[src/rtl/cpld4_frame_scanner_pkg.sv]
// Shared constants and types for the CPLD4 frame scanner. The same values
// are used by the CPLD3 row generator and its bench.
package cpld4_pkg;

    localparam int unsigned ROWS          = 8;
    localparam int unsigned COLS          = 5;
    localparam int unsigned ROW_W         = 3;
    localparam int unsigned SEL_VALID_BIT = 3;
    localparam int unsigned SEL_IDX_MSB   = 2;
    localparam int unsigned SEL_W         = SEL_VALID_BIT + 1;
    localparam int unsigned DWELL         = 16;
    localparam int unsigned DWELL_W       = $clog2(DWELL);

    // Row select bus from CPLD3: strobe in the MSB, row index below it.
    typedef struct packed {
        logic             valid;
        logic [ROW_W-1:0] idx;
    } sel_t;

    typedef logic [COLS-1:0] row_word_t;

    // One-hot row select for the LED matrix.
    function automatic logic [ROWS-1:0] row_onehot(input logic [ROW_W-1:0] r);
        return ROWS'(1) << r;
    endfunction

endpackage

[src/rtl/cpld4_frame_scanner_scan_ctr.sv]
// Scan timer: holds each row for DWELL clocks and walks rows 0..ROWS-1.
// Ports:
//   clk, rst         clock, async active-low reset
//   scan_row_nxt_c   row that will be displayed after this edge
//   frame_wrap_c     high on the edge that moves from the last row to row 0
module cpld4_scan_ctr
    import cpld4_pkg::*;
(
    input  logic             clk,
    input  logic             rst,
    output logic [ROW_W-1:0] scan_row_nxt_c,
    output logic             frame_wrap_c
);

    logic [DWELL_W-1:0] dwell;
    logic [ROW_W-1:0]   scan_row;
    logic               dwell_end_c;
    logic               row_last_c;

    // Row advance and frame wrap decode.
    always_comb begin
        dwell_end_c    = (dwell == DWELL_W'(DWELL - 1));
        row_last_c     = (scan_row == ROW_W'(ROWS - 1));
        frame_wrap_c   = dwell_end_c && row_last_c;
        scan_row_nxt_c = scan_row;
        if (dwell_end_c) begin
            scan_row_nxt_c = row_last_c ? '0 : scan_row + ROW_W'(1);
        end
    end

    // Dwell and row counters.
    always_ff @(posedge clk or negedge rst) begin
        if (!rst) begin
            dwell    <= '0;
            scan_row <= '0;
        end else begin
            dwell    <= dwell_end_c ? '0 : dwell + DWELL_W'(1);
            scan_row <= scan_row_nxt_c;
        end
    end

endmodule

[src/rtl/cpld4_frame_scanner.sv]
// Captures CPLD3 row words into a ping-pong frame buffer and scans the
// completed (front) bank onto a multiplexed LED matrix. Banks swap only at
// a scan-frame boundary so the display never tears.
// Ports:
//   clk, rst      clock, async active-low reset
//   row_data_in   row word to store
//   sel_in        [3] row strobe, [2:0] row index
//   last_row_in   final row of the frame (qualified by the strobe)
//   led_col       column drive for the current scan row
//   led_row       one-hot row select
//   frame_ready   one-cycle pulse when a new frame becomes the front bank
//   overrun       sticky: a row write was dropped while a frame was pending
module cpld4_frame_scanner
    import cpld4_pkg::*;
(
    input  logic             clk,
    input  logic             rst,
    input  logic [COLS-1:0]  row_data_in,
    input  logic [SEL_W-1:0] sel_in,
    input  logic             last_row_in,
    output logic [COLS-1:0]  led_col,
    output logic [ROWS-1:0]  led_row,
    output logic             frame_ready,
    output logic             overrun
);

    logic [ROWS-1:0][COLS-1:0] banks [2];
    logic                      bank_sel;
    logic                      pending;

    sel_t             sel_c;
    logic             wr_en_c;
    logic             drop_c;
    logic             swap_c;
    logic             back_sel_c;
    logic             front_nxt_c;
    logic [ROW_W-1:0] scan_row_nxt_c;
    logic             frame_wrap_c;

    cpld4_scan_ctr u_scan_ctr (
        .clk            (clk),
        .rst            (rst),
        .scan_row_nxt_c (scan_row_nxt_c),
        .frame_wrap_c   (frame_wrap_c)
    );

    // Write/drop/swap decode. Writes and swaps are exclusive through pending.
    always_comb begin
        sel_c       = sel_t'(sel_in);
        wr_en_c     = sel_c.valid && !pending;
        drop_c      = sel_c.valid && pending;
        swap_c      = frame_wrap_c && pending;
        back_sel_c  = ~bank_sel;
        front_nxt_c = swap_c ? ~bank_sel : bank_sel;
    end

    // Frame buffer: only the back bank is ever written.
    always_ff @(posedge clk or negedge rst) begin
        if (!rst) begin
            banks[0] <= '0;
            banks[1] <= '0;
        end else if (wr_en_c) begin
            banks[back_sel_c][sel_c.idx] <= row_data_in;
        end
    end

    // Bank control and status flags.
    always_ff @(posedge clk or negedge rst) begin
        if (!rst) begin
            bank_sel    <= 1'b0;
            pending     <= 1'b0;
            frame_ready <= 1'b0;
            overrun     <= 1'b0;
        end else begin
            frame_ready <= swap_c;
            overrun     <= overrun | drop_c;
            if (swap_c) begin
                bank_sel <= ~bank_sel;
                pending  <= 1'b0;
            end else if (wr_en_c && last_row_in) begin
                pending <= 1'b1;
            end
        end
    end

    // LED drive registered from the next row and next front bank so it stays
    // aligned with the scan counter, including row 0 right after a swap.
    always_ff @(posedge clk or negedge rst) begin
        if (!rst) begin
            led_col <= '0;
            led_row <= ROWS'(1);
        end else begin
            led_col <= banks[front_nxt_c][scan_row_nxt_c];
            led_row <= row_onehot(scan_row_nxt_c);
        end
    end

endmodule

[config.mk]
export PLATFORM = sky130hd
export DESIGN_NAME = cpld4_frame_scanner
export DESIGN_NICKNAME = d
export VERILOG_FILES = /design/src/rtl/cpld4_frame_scanner_pkg.sv /design/src/rtl/cpld4_frame_scanner_scan_ctr.sv /design/src/rtl/cpld4_frame_scanner.sv
export SDC_FILE = /design/constraint.sdc
export NUM_CORES = 1
export LEC_CHECK = 0
export ABC_AREA = 1
export BUFFER_PORTS_ARGS = -buffer_cell sky130_fd_sc_hd__buf_4
export CAP_MARGIN = 0
export CORE_MARGIN = 1
export CORE_UTILIZATION = 60
export CTS_BUF_LIST = sky130_fd_sc_hd__clkbuf_16
export DETAILED_ROUTE_END_ITERATION = 16
export PLACE_DENSITY = 0.84
export SETUP_SLACK_MARGIN = 0.1
export SLEW_MARGIN = 20
export SYNTH_ARGS = -nofsm -noshare
export SYNTH_HDL_FRONTEND = slang
export SYNTH_HIERARCHICAL = 1
export SYNTH_SLANG_ARGS = --single-unit
[constraint.sdc]
create_clock -name clk -period 2.12 [get_ports clk]
set_input_delay 0.106 -clock clk [delete_from_list [all_inputs] [get_ports clk]]
set_output_delay 0.106 -clock clk [all_outputs]
set_load 0.01 [all_outputs]
# Word-level counts from Yosys, hierarchy flattened
# Cells that the tools add are included.
[word_totals]
ff_bits = 104
input_bits = 12
output_inout_bits = 15
[classes]
add_sub_neg = 2
order_cmp = 6
n_eq_ne = 2
shift = 1
n_mux = 16
bitwise = 4
reduce_logical = 9
[op_table]
columns = ["operator", "n"]
rows = [
  ["40-bit 2-to-1 mux", 4],
  ["80-bit bitwise mux", 1],
  ["40-bit demux with 1-bit select", 1],
  ["5-bit binary-select mux with 3-bit select", 1],
  ["5-bit demux with 3-bit select", 1],
  ["5-bit 2-to-1 mux", 2],
  ["3-bit by 4-bit < comparator with 1-bit output (second input constant)", 2],
  ["1-bit by 3-bit left shift with 8-bit output (first input constant)", 1],
  ["1-bit logical AND", 7],
  ["3-bit 2-to-1 mux", 2],
  ["4-bit by 1-bit adder with 4-bit output (second input constant)", 1],
  ["4-bit == test (second input constant)", 1],
  ["2-bit >= comparator (second input constant)", 2],
  ["4-bit 2-to-1 mux", 1],
  ["1-bit NOT with 2-bit output", 2],
  ["3-bit by 1-bit adder with 3-bit output (second input constant)", 1],
  ["3-bit == test (second input constant)", 1],
  ["3-bit by 1-bit >= comparator with 1-bit output (second input constant)", 1],
  ["1-bit 2-to-1 mux", 3],
  ["2-bit by 1-bit < comparator with 1-bit output (second input constant)", 1],
  ["2-bit nonzero test", 1],
  ["1-bit logical NOT", 1],
  ["1-bit NOT", 1],
  ["1-bit bitwise OR", 1],
]

# Depth between registers and ports, before layout
[logic_depth]
ltp_word = 10
mapped_depth = 14
ltp_nobuf = 13

# By module
# Netlist, hierarchy kept.
[modules_own_cells]
columns = ["mod", "n_inst", "cells_per_inst", "area_each_um2"]
rows = [
  ["cpld4_frame_scanner", 1, 547, 4366.7],
  ["cpld4_scan_ctr", 1, 33, 330.3],
]

# Worst setup path after synthesis
# OpenSTA, ideal clock, no wires.
[synth_timing]
path_kind = "reg-to-reg"
start = "register u_scan_ctr.scan_row[0]"
end = "register led_col[0]"
setup_ps = 65
arrival_time_ps = 1862
setup_slack_ps = 193
path_stages_with_launch = 14
synth_period_minus_slack_ps = 1927
path_cell_list = "dfrtp_1 -> ha_1 -> ha_1 -> inv_1 -> nand2_1 -> o21ai_1 -> buf_2 -> nand2_1 -> buf_2 -> nor2_1 -> nor2_1 -> nand2_1 -> nand3_1 -> nand2_1"
[synth_lines]
columns = ["element", "line_no", "source"]
rows = [
  ["from (decl)", "cpld4_frame_scanner_scan_ctr.sv:16", "logic [ROW_W-1:0] scan_row;"],
  ["from (signal assigned)", "cpld4_frame_scanner_scan_ctr.sv:38", "scan_row <= scan_row_nxt_c;"],
  ["3-bit by 1-bit adder with 3-bit output / 3-bit == test (equally long branches)", "cpld4_frame_scanner_scan_ctr.sv:27, cpld4_frame_scanner_scan_ctr.sv:23", ""],
  ["3-bit 2-to-1 mux (*)", "cpld4_frame_scanner_scan_ctr.sv:27", "scan_row_nxt_c = row_last_c ? '0 : scan_row + ROW_W'(1);"],
  ["3-bit 2-to-1 mux (*)", "cpld4_frame_scanner_scan_ctr.sv:26", "if (dwell_end_c) begin"],
  ["via scan_row_nxt_c[1]", "cpld4_frame_scanner.sv:37", "logic [ROW_W-1:0] scan_row_nxt_c;"],
  ["5-bit binary-select mux with 3-bit select (*)", "cpld4_frame_scanner.sv:93", "led_col <= banks[front_nxt_c][scan_row_nxt_c];"],
  ["5-bit 2-to-1 mux (implied by the code) (*)", "cpld4_frame_scanner.sv:93", ""],
  ["to (signal assigned)", "cpld4_frame_scanner.sv:93", ""],
  ["to (decl)", "cpld4_frame_scanner.sv:21", "output logic [COLS-1:0] led_col,"],
]
# Mark *: on every way through the listed nets, which the timed path passes. The rest lies on a longest branch. The select of a mux whose other input is x is not followed.
# A chain may end at the register's enable or synchronous reset.

# Final worst setup path
[layout_timing]
start = "register u_scan_ctr.scan_row[1]"
end = "register led_col[2]"
[layout_lines]
columns = ["element", "line_no"]
rows = [
  ["3-bit by 1-bit adder with 3-bit output / 3-bit == test (equally long branches)", "cpld4_frame_scanner_scan_ctr.sv:27, cpld4_frame_scanner_scan_ctr.sv:23"],
  ["3-bit 2-to-1 mux", "cpld4_frame_scanner_scan_ctr.sv:27"],
  ["3-bit 2-to-1 mux (*)", "cpld4_frame_scanner_scan_ctr.sv:26"],
  ["via scan_row_nxt_c[1]", "cpld4_frame_scanner.sv:37"],
  ["5-bit binary-select mux with 3-bit select (*)", "cpld4_frame_scanner.sv:93"],
  ["5-bit 2-to-1 mux (implied by the code) (*)", "cpld4_frame_scanner.sv:93"],
]
# Marked as above.

==> key figures <==
Outcome
  – Status: complete, no violations

Timing
  – Tmin final: ~2.1 ns
  – Setup TNS: 0 ns
  – Period utilization: 0.9740
  – Setup ws final: between 0.05 and 0.06 ns
  – Endpoints failing hold: 0
  – RSZ-0062 raised after global routing: true
  – Setup violators final: 0
  – Clock Skew: between 0.004 and 0.005 ns
  – Slew Limit Fails: 0
  – Worst hold margin: 0.004348 ns
  – Achievable Freq: ~480 MHz
  – Max_slew headroom: 0.6054
  – Worst-Margin Slew: roughly 0.59 ns

Finish
  – Commonest non-fill, non-tap cells in the layout: nand2_1 (164), dfrtp_1 (103), o21ai_0 (66)
  – Antenna diode count: 0
  – Final core occ: 0.7725
  – Final Cell Area: between 5000 and 6000 µm²
  – Area of the multi-input gates: roughly 1900 µm²
  – # fillers: between 400 and 500
  – Share of post-route cells with drive strength above 1: 0.2038
  – Sequential Area: between 2000 and 3000 µm²
  – Fin nets: approximately 650
  – Area grow syn2layout: 21.84%
  – Most common cell after layout, fill and taps aside: nand2_1

GRT
  – Global-route congestion overflow total: 0
  – Vias in the first global route: around 4000
  – First-pass GRT wire length: 19340 µm
  – GRT Total Usage: 0.3060
  – Initial antenna violation count: 0
  – Largest net degree at the start of global routing: 56

CTS
  – H-tree depth reported by CTS: 3
  – CTS tree: done
  – Num Clock Sinks: between 100 and 150
  – Total CTS buffers: 9
  – Worst-path clk slew: 0.07 ns
  – Maximum clock insertion buffer count: 2
  – Worst-skew pair later-pin latency: roughly 0.35 ns
  – Clock root buffer: clkbuf_16

Routing
  – Wire length per cell: approximately 17 µm
  – ANT nets after route: 0
  – Iter 0 DRT Violations: between 400 and 500
  – Pre-Repair DR Iteration Count: 9
  – DRC: 0
  – Total Wirelength: 12640 µm
  – Vias per cell: 5.710
  – Vias after detailed routing: ~4200

Placed design
  – I/O Buffers: 26
  – Area after DPL: 5055 µm²
  – Pre-CTS WS: -0.1352 ns
  – Hpwl dp: 7833 µm
  – GPL Wtd Cong: slightly above 0.9

Synthesis
  – Flops & latches, synth: between 100 and 150
  – Synth Area in XOR/XNOR: 0.003729
  – Synth Area in Simple Gates: 0.2672
  – Multiplexer share of the synthesized area: 0
  – Post-Synthesis Cells: 580
  – Mapped Area: 4697 µm²
  – Synth warnings: 6
  – Syn Nets: about 600
  – Largest family of logic cells by synthesized area: simple AND/OR/NAND/NOR gates
  – Synth cell types: 27
  – Syn_area_per_cell: 8.098 µm²
  – Complex-gate fraction of the synthesized area: 0.09883
  – Post-synthesis adder-cell area fraction: 0.007991
  – Seq/Total Area, Yosys: 0.5543

Setup path
  – CP max-delay cell: dfrtp_1
  – Setup crit end kind: register
  – Crit path buf inv count: 3
  – Worst R2R Path Depth: 14
  – Startpoint Class: register
  – Flop2flop setup slack: 0.06 ns
  – RR Endpoint: led_col[2]
  – CP top delay family: simple AND/OR/NAND/NOR gates
  – Cell chain of the critical path: ha_2, ha_4, inv_4, nand2_4, o21ai_4, buf_8, nor2_4, buf_12, nand2_1, nand2_1, nor2_1, nand2_1, nand3_2, nand2_1
  – Largest stage delay, worst path: 0.40 ns
  – Critical Path RT: about 2.4 ns
  – WS Path Type: reg -> reg
  – Most frequent cell on the critical path: nand2_1
  – Worst R2R Start: u_scan_ctr/scan_row[1]
  – Critical-path maximum fanout: 7
  – WP depth: 14
  – Arr. time, crit path: 2.31 ns

Power
  – Peak supply drop: ~0.00045 V
  – Leakage power: between 2 and 3 nW
  – Power per cell area: just under 800 nW/µm²

Die
  – Die Area: approximately 8000 µm²
  – Die W: just over 90 µm
  – Core ar.: between 7000 and 8000 µm²
  – Die height: roughly 90 µm
  – Row cnt: 31
  – Initial core utilization: 0.6340
  – Io pins: 27

Run
  – Max_cap viols: 0

Worst hold path
  – Worst Hold Path EP: banks[59]
  – Min-Delay Startpoint: row_data_in[4]
  – Worst hold path class: in -> reg
  – WHS Path Cells: 3
logic make-up after synthesis:
family	count (synthesis)
xor+xnor	2
compound gates	91
fa+ha+maj	3
buf+inv	81
flops	104
simple gates	299
flip-flops by register name, indices dropped and copies added (netlist names):
name,count
banks,80
led_row,8
led_col,5
u_scan_ctr/dwell,4
u_scan_ctr/scan_row,3
bank_sel,1
frame_ready,1
overrun,1
pending,1
power by group:
group	internal, mW	switching, mW
clock network	0.809	0.755
logic	0.192	0.309
registers	2.23	0.151
total	3.23	1.21
timing repair:
action                                 CTS  global route
setup endpoints to repair                5             5
pin swaps                                2            27
buffers inserted                         4             9
hold buffers                             6             0
gates cloned                             1             1
resized for setup                       16            48
endpoints found under the hold margin   74             0
layer usage:
layer  up-vias  track usage  share of wire
met4         0       0.1169          0.037
li1       1933            -              -
met2       234       0.4912           0.47
met3        48      0.07912          0.080
met1      1993       0.4001           0.41
met5         -            0              0
area by class of cell:
class	count	share of cell area
Timing Repair Buffer	60	0.09401
Inverter	63	0.04307
Multi-Input combinational cell	395	0.3376
Clock inverter	7	0.009401
Clock buffer	9	0.03935
Tap cell	99	0.02164
Sequential cell	104	0.4550
metrics by stage:
stage | power [mW] | instances
CTS | 4.403 | 728
floorplan | 2.666 | 580
global route | 4.643 | 737
global placement | 2.831 | 701
detailed placement | 2.854 | 701
finish | 4.444 | 737
tightest hold or removal path, delay by kind of cell:
family / cells / cell delay, ns
compound gates: 1 / 0.06
buf+inv: 1 / 0.10
simple gates: 1 / 0.05
cell usage after synthesis, drive strengths merged:
| master | instances | share of area |
|---|---|---|
| o21ai | 79 | 0.085 |
| nor3b | 1 | 0.0016 |
| dfrtp | 103 | 0.55 |
| o21bai | 1 | 0.0016 |
| buf | 12 | 0.013 |
| nand3 | 44 | 0.050 |
| nor3 | 4 | 0.0043 |
| inv | 63 | 0.050 |
| ha | 3 | 0.0080 |
| dfstp | 1 | 0.0056 |
| a22oi | 1 | 0.0016 |
| nor2 | 63 | 0.055 |
| nand2 | 183 | 0.15 |
| xor2 | 2 | 0.0037 |
| nand4 | 4 | 0.0093 |
| a21oi | 10 | 0.011 |
| clkbuf | 6 | 0.0048 |
how the worst max path moves through the flow:
stage                                       from    endpoint  slack [ns]
after global routing      u_scan_ctr/scan_row[1]  led_col[1]      -0.009
after global placement       u_scan_ctr/dwell[0]  led_col[1]       -0.04
after detailed placement     u_scan_ctr/dwell[0]  led_col[1]       -0.14
after CTS                    u_scan_ctr/dwell[0]  led_col[1]        0.09
final                     u_scan_ctr/scan_row[1]  led_col[2]        0.06
after floorplan           u_scan_ctr/scan_row[0]  led_col[0]        0.19
Power figures use the tool's default switching activity.
